--- config.mk ---
export PLATFORM = sky130hd
export DESIGN_NAME = imm_extend_pipe
export DESIGN_NICKNAME = d
export VERILOG_FILES = /design/src/rtl/imm_extend_pipe.sv
export SDC_FILE = /design/constraint.sdc
export NUM_CORES = 1
export LEC_CHECK = 0
export BUFFER_PORTS_ARGS = -buffer_cell sky130_fd_sc_hd__buf_2
export CORE_AREA = 3 3 82 84
export DETAILED_ROUTE_END_ITERATION = 8
export DIE_AREA = 0 0 85 87
export GPL_TIMING_DRIVEN = 0
export PLACE_DENSITY = 0.81
export RECOVER_POWER = 25
export SLEW_MARGIN = 20
export SYNTH_ARGS = -nofsm -noshare
export SYNTH_HDL_FRONTEND = slang
export SYNTH_SLANG_ARGS = --single-unit
--- constraint.sdc ---
create_clock -name clk -period 3.77 [get_ports clk]
set_input_delay 0.754 -clock clk [delete_from_list [all_inputs] [get_ports clk]]
set_output_delay 0.754 -clock clk [all_outputs]
set_load 0.02 [all_outputs]
--- src/rtl/imm_extend_pipe.sv ---
// Registered immediate-generation stage for the decode pipeline.
// An output register (OR) backed by one skid entry (SK) gives full
// throughput while in_ready stays a registered signal.
//
// Handshake: a transfer happens on a rising clk edge where valid and ready
// are both high. in_valid/instr/immsrc are looked at only on such edges;
// out_valid, once high, stays high with immext/illegal unchanged until an
// edge with out_ready high (or flush / reset) removes the entry.
module imm_extend_pipe #(
    parameter int XLEN    = 32,
    parameter int SHAMT_W = (XLEN == 64) ? 6 : 5
) (
    input  logic            clk,
    input  logic            reset_n,
    input  logic            flush,
    input  logic            in_valid,
    output logic            in_ready,
    input  logic [31:0]     instr,
    input  logic [2:0]      immsrc,
    output logic            out_valid,
    input  logic            out_ready,
    output logic [XLEN-1:0] immext,
    output logic            illegal
);

    if (XLEN != 32 && XLEN != 64) begin : g_bad_xlen
        $error("imm_extend_pipe: XLEN must be 32 or 64");
    end

    // Opcode bits never influence the immediate.
    logic unused_opcode;
    assign unused_opcode = ^instr[6:0];

    logic [XLEN-1:0] nx_imm;
    logic            nx_ill;

    // Output register and skid entry.
    logic            or_valid, sk_valid;
    logic [XLEN-1:0] or_imm, sk_imm;
    logic            or_ill, sk_ill;
    logic            in_ready_r;

    logic accept;
    logic fire;

    assign accept = in_valid & in_ready_r;
    assign fire   = or_valid & out_ready;

    // Decode the immediate for the word currently presented at the input.
    always_comb begin
        nx_imm = '0;
        nx_ill = 1'b0;
        case (immsrc)
            3'b000: nx_imm = XLEN'($signed(instr[31:20]));
            3'b001: nx_imm = XLEN'($signed({instr[31:25], instr[11:7]}));
            3'b010: nx_imm = XLEN'($signed({instr[31], instr[7], instr[30:25],
                                             instr[11:8], 1'b0}));
            3'b011: nx_imm = XLEN'($signed({instr[31], instr[19:12], instr[20],
                                             instr[30:21], 1'b0}));
            3'b100: nx_imm = XLEN'($signed({instr[31:12], 12'b0}));
            3'b101: nx_imm = XLEN'(instr[20 +: SHAMT_W]);
            3'b110: nx_imm = XLEN'(instr[19:15]);
            default: begin
                nx_imm = '0;
                nx_ill = 1'b1;
            end
        endcase
    end

    // OR/SK occupancy and data, plus the registered ready.
    always_ff @(posedge clk or negedge reset_n) begin
        if (!reset_n) begin
            or_valid   <= 1'b0;
            or_imm     <= '0;
            or_ill     <= 1'b0;
            sk_valid   <= 1'b0;
            sk_imm     <= '0;
            sk_ill     <= 1'b0;
            in_ready_r <= 1'b0;
        end else if (flush) begin
            // Drop everything held, including a same-cycle input.
            or_valid   <= 1'b0;
            sk_valid   <= 1'b0;
            in_ready_r <= 1'b1;
        end else if (fire || !or_valid) begin
            // OR is free this edge: refill from SK first to keep FIFO order.
            // With SK full in_ready was low, so no accept can coincide.
            if (sk_valid) begin
                or_valid <= 1'b1;
                or_imm   <= sk_imm;
                or_ill   <= sk_ill;
                sk_valid <= 1'b0;
            end else if (accept) begin
                or_valid <= 1'b1;
                or_imm   <= nx_imm;
                or_ill   <= nx_ill;
            end else begin
                or_valid <= 1'b0;
            end
            in_ready_r <= 1'b1;
        end else begin
            // OR stalled: a new entry parks in SK and closes the input.
            if (accept) begin
                sk_valid <= 1'b1;
                sk_imm   <= nx_imm;
                sk_ill   <= nx_ill;
            end
            in_ready_r <= !(sk_valid || accept);
        end
    end

    assign in_ready  = in_ready_r;
    assign out_valid = or_valid;
    assign immext    = or_imm;
    assign illegal   = or_ill;

endmodule

Yosys cells after proc, flatten, opt, wreduce, memory -nomap -nowiden --
Cells that the tools add are included.
Storage, ports and cells: bits of input ports 40, logic and storage cells 43, bits in registers 69, output and inout port bits 35
Operators by class: multiplexer cells 15, bitwise operators 4, reduce and logical (&&, ||, !) cells 11, equal/unequal tests 6
Operators with widths (number):
- $pmux W32 S7 | 1
- $mux W32 | 2
- $mux W1 | 12
- $eq A3 B3 Y1 const B | 3
- $reduce_or A7 Y1 | 1
- $eq A3 B2 Y1 const B | 2
- $reduce_and A3 Y1 | 2
- $reduce_bool A2 Y1 | 2
- $eq A3 B1 Y1 const B | 1
- $logic_not A3 Y1 | 1
- $reduce_bool A3 Y1 | 1
- $and A1 B1 Y1 | 2
- $logic_not A1 Y1 | 2
- $logic_or A1 B1 Y1 | 2
- $not A1 Y1 | 2

Logic depth before layout (Yosys ltp) --
Gate-level depths: netlist of the first run.
depth after elaboration 5, depth in mapped cells 7, gate-level depth less buffers 4

Worst setup path before layout of the first run --
Ideal clock, no wire load.
path kind input to register, start input port out_ready, end register sk_imm[27], stages on the path 7, path buffers 3, path slack 1.907 ns, data required time 3.647 ns, library setup time 0.123 ns, data arrival time 1.740 ns, cell sequence nand2b_4 > or3_1 > clkbuf_1 > buf_2 > buf_6 > nand2_1 > o21ai_1
On the way: word-level cells in the longest chain between the ends 4
RTL lines:
- start: declaration | RTL line 21 | input logic out_ready,
- $and A1 B1 Y1 | RTL line 47 | assign fire = or_valid & out_ready;
- $logic_or A1 B1 Y1 | RTL line 85 | end else if (fire || !or_valid) begin
- $not A1 Y1 (no line)
- $reduce_and A3 Y1 (no line)
- end signal: assignment | RTL line 105 | sk_imm <= nx_imm;
- end: declaration | RTL line 39 | logic [XLEN-1:0] or_imm, sk_imm;
No other way between the ends. A chain may end at the register's enable or synchronous reset.

Worst setup path in the final report of the first run --
start input port out_ready, end register sk_imm[22]
Same word-level chain as after synthesis.

==> out/results.ini, run 1 <==
[yosys]
avgSynthCellArea_sq_um = 9.260
yosysWarnings = 0
yosysSeqAreaShare = 0.4986
syn-cell-area_sq_um = 3463
syn-instance-count = 374
synth-seq-cells = 69
syn_nets = 414
synth.distinct_cells = 36

[floorplan]
die_y_microns = 87
ios = 75
die_width_microns = 85
start_util = 0.5781
fp.dieArea_sq_um = 7395
core_area_sq_um = 5991
num_rows = 28

[final_layout]
final_common_cell = nand2_1
final_cell_area_sq_um = 4140
areaGrowthSynthToFinish_pct = 19.54
antenna_cells = 0
layout-drive-gt1-share = 0.2588
mostFrequentLayoutCells = 75 x nand2_1, 74 x buf_2, 69 x dfrtp_1
layout.nets = 491
fin_cells = 531

[placed_design]
io_buffers = 65
place_ws_ns = 1.629
dp_hpwl_mm = 6.534
place.gp.congestion = 0.8799
dp.cells = 515
placement.cell_area_sq_um = 3913

[sta]
rsz0062_at_grt = no
finalSetupViolations = 0
hold_viol_final = 0
period_needed_ns = 1.833
finalCritPeriodShare = 0.4862
slew_violations = 0
worstMarginPinSlew_ns = 1.429
skew_ns = 0.009523
slew_headroom = 0.04730
fin_ws_ns = 1.937
fmax_mhz = 545.6
setup_tns_ns = 0

[worst_setup_path]
r2r_end = immext[17]
crit_path_end_kind = register
timing.rr.start = in_ready
crit_required_ns = 3.98
crit_path_start_kind = input pin
cp_max_fo = 10
reg2reg_depth = 5
cp.arrival_ns = 2.05
r2r_slack_ns = 2.06
crit_type = input pin to register

[clock_tree]
clock_sinks = 69
cts_tree = done
cts_setup_buffers = 0
cts-resized-gates = 0
cts_root_buf = clkbuf_8
clk_latency_ns = 0.36
cts_buffers = 9
hold_buffers = 0
clkSlewWorstSetupHoldPaths_ns = 0.08
clockBufferDepth = 2
cts_htree_levels = 3

[route]
post-route-drc-count = 0
postRouteAntennaNets = 0
firstDrtPassIters = 5
wirelength_mm = 9.319
routed_via_density = 5.857
drt_iter0_drc = 291
vias = 3110
wl_per_cell_microns = 17.55

[global_routing]
track_usage = 0.2650
antenna_found_initial = 0
grt_pass1_vias = 3013
grt_overflow = 0
grt_pass1_wl_mm = 15.17
grt_max_degree = 47

[min_path]
hold_path_end = immext[8]
hold_depth = 2
holdCritStartpoint = immext[8]
hold_path_class = register to register

[pwr]
p_leak_nw = 1.930
p_per_area_nw_per_um2 = 501.2
ir_drop_mv = 0.2872
power_mw = 2.075

[job]
drv_cap = 0

[outcome]
status = finished clean

==> worst max-delay path by stage <==
stage / cells after the start / endpoint / from / slack [ns]
global placement: 1 / immext[7] / reset_n / 1.64
detailed placement: 7 / sk_imm[25] / out_ready / 1.63
floorplan: 7 / sk_imm[27] / out_ready / 1.91
global route: 7 / sk_imm[22] / out_ready / 1.88
CTS: 7 / sk_imm[22] / out_ready / 1.98
finish: 7 / sk_imm[22] / out_ready / 1.94
==> worst max-delay path, stage by stage <==
cell and delay [ns]:
buf_2 0.09, nand2b_4 0.15, or3_1 0.34, clkbuf_1 0.14, clkbuf_1 0.28, nand2_1 0.18
o21ai_0 0.10
==> cell usage after synthesis (all sizes together) <==
cell / number / area (sq um)
xor2: 1 / 27.53
mux2: 17 / 198.9
mux2i: 6 / 60.06
clkbuf: 13 / 50.04
nand2: 75 / 281.5
nor3b: 7 / 52.55
and3: 1 / 6.260
o211ai: 13 / 97.59
a21oi: 37 / 185.2
buf: 20 / 128.9
nor3: 2 / 10.01
a211oi: 2 / 20.02
dfrtp: 69 / 1727
and2b: 2 / 15.01
inv: 2 / 7.510
o21ai: 46 / 230.2
a21o: 1 / 7.510
a22oi: 4 / 30.03
and4b: 1 / 10.01
or3: 1 / 6.260
nand3b: 14 / 105.1
nor4b: 1 / 8.760
nand3: 22 / 110.1
nor2b: 1 / 6.260
nand2b: 4 / 32.53
nor2: 11 / 41.29
o21a: 1 / 7.510
==> report_power, final <==
group          internal, mW  total [mW]  leakage (nW)  switching [mW]
clock                 0.395       0.706         0.113           0.311
combinational         0.165       0.433         0.925           0.268
sequential            0.869       0.936         0.892          0.0663
==> per-stage QoR <==
step | utilization | hold WS [ns]
after floorplan | - | 0.4446
after global placement | 0.6481 | 0.4552
after detailed placement | 0.6531 | 0.4628
after CTS | 0.6917 | 0.3114
after global routing | 0.6911 | 0.5047
final | 0.6911 | 0.4773
==> area by class of cell <==
class	instances	area, sq um
clock inverter	6	93.84
fill	495	1851
multi-input combinational	270	1550
timing repair buffer	66	351.6
clock buffer	10	137.6
tap	75	93.84
buffer	33	178.9
inverter	2	7.507
sequential	69	1727
==> per-layer routing <==
layer,vias to the layer above,wire (microns),GRT usage
li1,1451,-,-
met1,1502,3994,0.3523
met2,131,4492,0.4336
met3,26,602,0.04825
met4,0,230,0.1022
met5,-,0,0
==> registers in the layout, indices dropped and copies added, names as in the netlist <==
register and count:
out_valid 1, in_ready 1, sk_imm 32, sk_valid 1, illegal 1, immext 32
sk_ill 1
==> cells by family after synthesis <==
family,Yosys count,synth area share
AND/OR/NAND/NOR,142,0.1980
AO/OA/AOI/OAI,104,0.1669
flip-flops,69,0.4986
buffers and inverters,35,0.05383
multiplexers,23,0.07478
XOR/XNOR,1,0.007949
Note: power is estimated with default switching activity, not from simulation.
==> run 2, diff against run 1 <==
--- a/config.mk
+++ b/config.mk
@@ -6,11 +6,11 @@
 export NUM_CORES = 1
 export LEC_CHECK = 0
 export BUFFER_PORTS_ARGS = -buffer_cell sky130_fd_sc_hd__buf_2
-export CORE_AREA = 3 3 82 84
+export CORE_AREA = 3 3 85 87
 export DETAILED_ROUTE_END_ITERATION = 8
-export DIE_AREA = 0 0 85 87
+export DIE_AREA = 0 0 88 90
 export GPL_TIMING_DRIVEN = 0
-export PLACE_DENSITY = 0.81
+export PLACE_DENSITY = 0.76
 export RECOVER_POWER = 25
 export SLEW_MARGIN = 20
 export SYNTH_ARGS = -nofsm -noshare
==> constraint.sdc (replaced) <==
create_clock -name clk -period 1.8 [get_ports clk]
set_input_delay 0.36 -clock clk [delete_from_list [all_inputs] [get_ports clk]]
set_output_delay 0.36 -clock clk [all_outputs]
set_load 0.02 [all_outputs]
==> run 2 against run 1 <==
  * Wire length shrank 4.6%
  * Via count is 3.7% lower
  * Die area is 7.1% higher
  * Clock-buffer cell count did not move
  * Register-to-register slack got worse by 1.9 ns
  * Worst setup slack worse by 1.8 ns
  * Critical endpoint is now immext[3]
==> out/results.ini, run 2 (synthesis results as in run 1) <==
[placed_design]
io_buffers = 65  ; unchanged
dp_hpwl_mm = 6.459  ; -1.2%
place.gp.congestion = 0.9155  ; +4.0%

[outcome]
status = finished clean

[clock_tree]
cts_tree = done
clkSlewWorstSetupHoldPaths_ns = 0.08  ; about the same
cts_htree_levels = 3  ; unchanged
clockBufferDepth = 2  ; unchanged
clk_latency_ns = 0.35  ; about the same
cts_buffers = 9  ; unchanged
clock_sinks = 69  ; unchanged
cts_root_buf = clkbuf_8

[route]
wirelength_mm = 8.893  ; -4.6%
postRouteAntennaNets = 0  ; unchanged
wl_met2_mm = 4.259  ; -5.2%
wl_met1_mm = 3.862  ; -3.3%
met3WireLength_microns = 542  ; -10%
vias = 2996  ; -3.7%
routed_via_density = 5.610  ; -4.2%
dr.max_layer_used = met4
firstDrtPassIters = 4  ; -1
post-route-drc-count = 0  ; unchanged
drt_iter0_drc = 177  ; -39%
wl_per_cell_microns = 16.65  ; -5.1%

[floorplan]
start_util = 0.5393  ; -0.03886
core_area_sq_um = 6422  ; +7.2%
ios = 75  ; unchanged
die_width_microns = 88  ; +3.5%
die_y_microns = 90  ; +3.4%
fp.dieArea_sq_um = 7920  ; +7.1%
num_rows = 29  ; +3.6%

[pwr]
power_mw = 4.248  ; +100%
p_per_area_nw_per_um2 = 1029  ; +110%
ir_drop_mv = 0.5990  ; +110%
p_leak_nw = 1.927  ; -0.13%

[worst_setup_path]
cp_max_fo = 10  ; unchanged
cp.arrival_ns = 1.83  ; -0.22 ns
crit_required_ns = 2.02  ; -1.96 ns
crit_path_end_kind = register
crit_path_start_kind = register
crit_type = register to register

[final_layout]
layout-drive-gt1-share = 0.2582  ; -0.0005662
mostFrequentLayoutCells = 75 x nand2_1, 74 x buf_2, 69 x dfrtp_1
final_common_cell = nand2_1
antenna_cells = 0  ; unchanged
areaGrowthSynthToFinish_pct = 19.22
layout.nets = 492  ; +0.20%

[job]
drv_cap = 0  ; unchanged

[sta]
rsz0062_at_grt = no
finalCritPeriodShare = 0.8995
slew_violations = 0  ; unchanged
finalSetupViolations = 0  ; unchanged
slew_headroom = 0.3943  ; +0.3470
setup_tns_ns = 0  ; unchanged
hold_viol_final = 0  ; unchanged
skew_ns = 0.004825  ; -0.004698 ns
fmax_mhz = 617.6
period_needed_ns = 1.619
worstMarginPinSlew_ns = 0.9016  ; -0.5275 ns

[global_routing]
grt_max_degree = 37  ; -21%
grt_pass1_wl_mm = 14.63  ; -3.5%
grt_overflow = 0  ; unchanged
track_usage = 0.2378  ; -0.02717
grt_pass1_vias = 2946  ; -2.2%
antenna_found_initial = 0  ; unchanged

[min_path]
hold_path_class = input pin to register

-- run 2: area by class of cell --
| class | instances | area (sq um) |
|---|---|---|
| multi-input cells | 270 | 1550 |
| well taps | 77 | 96.34 |
| inverters | 2 | 7.507 |
| clock buffers | 10 | 127.6 |
| fillers | 565 | 2293 |
| clock inverters | 6 | 86.33 |
| flip-flops and latches | 69 | 1727 |
| repair buffers | 67 | 355.3 |
| plain buffers | 33 | 178.9 |
-- run 2: final timing paths --
path / from / end / slack, ns / cells after the start
min in group asynchronous: reset_n / immext[3] / 0.65 / 2
worst min register to register: immext[7] / immext[7] / 0.47 / 2
worst max register to register: in_ready / immext[3] / 0.18 / 5
worst min-delay path: flush / out_valid / 0.22 / 2
max in group asynchronous: reset_n / sk_imm[20] / 0.48 / 3
worst max-delay path: in_ready / immext[3] / 0.18 / 5
-- run 2: stage by stage --
stage / hold WS (ns) / worst slack (ns) / area [sq um] / utilization / cells
global placement: 0.4555 / 0.04118 / 3885 / 0.6049 / 516
floorplan: 0.06441 / 0.2582 / 3463 / - / 374
global route: 0.2513 / 0.05641 / 4129 / 0.6429 / 534
finish: 0.2241 / 0.1810 / 4129 / 0.6429 / 534
detailed placement: 0.3323 / 0.09596 / 3908 / 0.6084 / 517
CTS: 0.2107 / 0.1944 / 4131 / 0.6433 / 534
-- run 2: power by group --
part	internal, mW	total, mW	leakage [nW]	switching [mW]
Combinational	0.346	0.893	0.929	0.548
Sequential	1.82	1.96	0.892	0.138
Clock	0.781	1.40	0.107	0.615
Total	2.95	4.25	1.93	1.30
-- run 2: critical path: stages (launching register included) --
cell and delay (ns):
dfrtp_1 0.41, a21o_1 0.18, and3_1 0.19, nand2b_1 0.13
clkbuf_1 0.42, o211ai_1 0.15
-- run 2: per-layer routing --
metal	track usage	vias up
li1	-	1459
met1	0.3197	1422
met2	0.3675	101
met3	0.05393	14
met4	0.09719	0
met5	0	-
-- run 2: timing repair --
item | in CTS | in global routing
buffers inserted | 0 | 0
resized for setup | 0 | 0
hold buffers | 1 | 0
endpoints found under the hold margin | 33 | 0
==> run 3, diff against run 2 <==
--- a/config.mk
+++ b/config.mk
@@ -6,11 +6,11 @@
 export NUM_CORES = 1
 export LEC_CHECK = 0
 export BUFFER_PORTS_ARGS = -buffer_cell sky130_fd_sc_hd__buf_2
-export CORE_AREA = 3 3 85 87
+export CORE_AREA = 3 3 97 76
 export DETAILED_ROUTE_END_ITERATION = 8
-export DIE_AREA = 0 0 88 90
+export DIE_AREA = 0 0 100 79
 export GPL_TIMING_DRIVEN = 0
-export PLACE_DENSITY = 0.76
+export PLACE_DENSITY = 0.77
 export RECOVER_POWER = 25
 export SLEW_MARGIN = 20
 export SYNTH_ARGS = -nofsm -noshare
==> run 3 against run 2 <==
  * Critical path type unchanged
  * Critical endpoint is now immext[18]
  * Critical path depth did not move
  * Largest power group unchanged
  * Sequential power barely moved
  * Flip-flop and latch count did not move
==> out/results.ini, run 3 (synthesis results as in run 1) <==
[pwr]
p_per_area_nw_per_um2 = 1002  ; -2.6%
p_int_mw = 2.843  ; -3.5%
p_comb_frac = 0.220  ; +0.010
clkPwrFrac = 0.305  ; -0.024
p_leak_nw = 1.920  ; -0.36%
swShare = 0.3114  ; +0.005293
seq_power_share = 0.475  ; +0.014
ir_drop_mv = 0.6786  ; +13%
netSwitchingPower_mw = 1.286  ; -1.1%

[route]
wl_per_cell_microns = 17.12  ; +2.8%
wirelength_mm = 9.213  ; +3.6%
vias = 3072  ; +2.5%
postRouteAntennaNets = 0  ; unchanged
firstDrtPassIters = 5  ; +1
post-route-drc-count = 0  ; unchanged
routed_via_density = 5.710  ; +1.8%
drt_iter0_drc = 273  ; +54%

[job]
drv_cap = 0  ; unchanged

[final_layout]
antenna_cells = 0  ; unchanged
layout.nets = 492  ; unchanged
layout-drive-gt1-share = 0.2560  ; -0.002188
final_common_cell = nand2_1
areaGrowthSynthToFinish_pct = 18.97
mostFrequentLayoutCells = 75 x nand2_1, 74 x buf_2, 69 x dfrtp_1

[floorplan]
core_area_sq_um = 6350  ; -1.1%
ios = 75  ; unchanged
die_width_microns = 100  ; +14%
start_util = 0.5454  ; +0.006163
die_y_microns = 79  ; -12%
num_rows = 25  ; -14%
fp.dieArea_sq_um = 7900  ; -0.25%

[clock_tree]
clockBufferDepth = 2  ; unchanged
cts_buffers = 9  ; unchanged
cts_setup_buffers = 0  ; unchanged
clk_latency_ns = 0.35  ; about the same
clkSlewWorstSetupHoldPaths_ns = 0.07  ; about the same
cts_htree_levels = 3  ; unchanged
cts_root_buf = clkbuf_8
cts_tree = done
clock_sinks = 69  ; unchanged

[global_routing]
grt_max_degree = 46  ; +24%
grt_overflow = 0  ; unchanged
grt_pass1_wl_mm = 15.06  ; +2.9%
track_usage = 0.2462  ; +0.008370
grt_pass1_vias = 2959  ; +0.44%
antenna_found_initial = 0  ; unchanged

[sta]
slew_violations = 0  ; unchanged
period_needed_ns = 1.627  ; +0.007995 ns
whs_ns = 0.2365  ; +0.01245 ns
worstMarginPinSlew_ns = 0.9897  ; +0.08812 ns
finalCritPeriodShare = 0.9039  ; +0.004442
skew_ns = 0.006650  ; +0.001824 ns
finalSetupViolations = 0  ; unchanged
fin_ws_ns = 0.1730  ; -0.007995 ns
fmax_mhz = 614.6  ; -0.49%
rsz0062_at_grt = no
setup_tns_ns = 0  ; unchanged
slew_headroom = 0.3351  ; -0.05920
hold_viol_final = 0  ; unchanged

[placed_design]
place.gp.congestion = 0.8789  ; -4.0%
place_ws_ns = 0.05907  ; -0.03689 ns
io_buffers = 65  ; unchanged
dp_hpwl_mm = 6.659  ; +3.1%

[worst_setup_path]
crit_type = register to register
cp_max_fo = 10  ; unchanged
crit_path_start_kind = register
crit_path_end_kind = register
cp.arrival_ns = 1.84  ; about the same
crit_required_ns = 2.01  ; about the same

[min_path]
hold_path_class = input pin to register

[outcome]
status = finished clean

run 3: cell count changes in the layout (fill, tap and decap cells not counted):
cell	delta
clkbuf_1	+1
bufinv_16	-1
buf_16	+1
buf_12	-1
inv_6	-1
clkbuf_8	+1
run 3: metrics by stage:
stage	std cells	utilization	power, mW	cell area, sq um
3_5_place_dp	521	0.6173	2.895	3920
3_3_place_gp	520	0.6126	2.841	3890
6_report	538	0.6489	4.129	4120
2_1_floorplan	374	-	2.541	3463
4_1_cts	538	0.6493	4.143	4123
5_1_grt	538	0.6489	4.350	4120
run 3: final timing paths:
| check | startpoint | endpoint | slack (ns) | depth (start not counted) |
|---|---|---|---|---|
| max | in_ready | immext[18] | 0.17 | 5 |
| min | flush | out_valid | 0.24 | 2 |
| max reg2reg | in_ready | immext[18] | 0.17 | 5 |
| min reg2reg | sk_imm[6] | sk_imm[6] | 0.48 | 2 |
| max in group asynchronous | reset_n | out_valid | 0.59 | 3 |
| min in group asynchronous | reset_n | immext[15] | 0.57 | 2 |
run 3: timing repair:
item / 4_1_cts / 5_1_grt
endpoints found under the setup margin: 0 / 0
resized for setup: 0 / 0
hold buffers: 1 / 0
hold endpoints to repair: 24 / 0
run 3: final cells by class:
type | instances | area (sq um)
inverters | 2 | 7.507
well taps | 81 | 101.3
plain buffers | 33 | 178.9
clock buffers | 12 | 145.1
multi-input cells | 270 | 1550
repair buffers | 67 | 362.8
flip-flops and latches | 69 | 1727
clock inverters | 4 | 47.55
fillers | 534 | 2230
run 3: power by group through the flow:
stage / Sequential, mW / Combinational (mW) / Clock, mW
2_1_floorplan: 2.13 / 0.410 / 0
3_5_place_dp: 1.99 / 0.903 / 0
5_1_grt: 1.99 / 1.00 / 1.36
6_report: 1.96 / 0.906 / 1.26
4_1_cts: 1.96 / 0.910 / 1.27
3_3_place_gp: 1.97 / 0.870 / 0
run 3: worst max-delay path, cell delays in order (launching register included):
cell,delay (ns)
dfrtp_1,0.41
a21o_1,0.18
and3_1,0.19
nand2b_1,0.13
clkbuf_1,0.43
o211ai_1,0.15
run 3: routing by layer:
layer,GRT usage,routed length [microns],up-vias
met5,0,0,-
met2,0.3728,4105,150
met4,0.06595,138,0
li1,-,-,1460
met3,0.05443,726,14
met1,0.3591,4243,1448
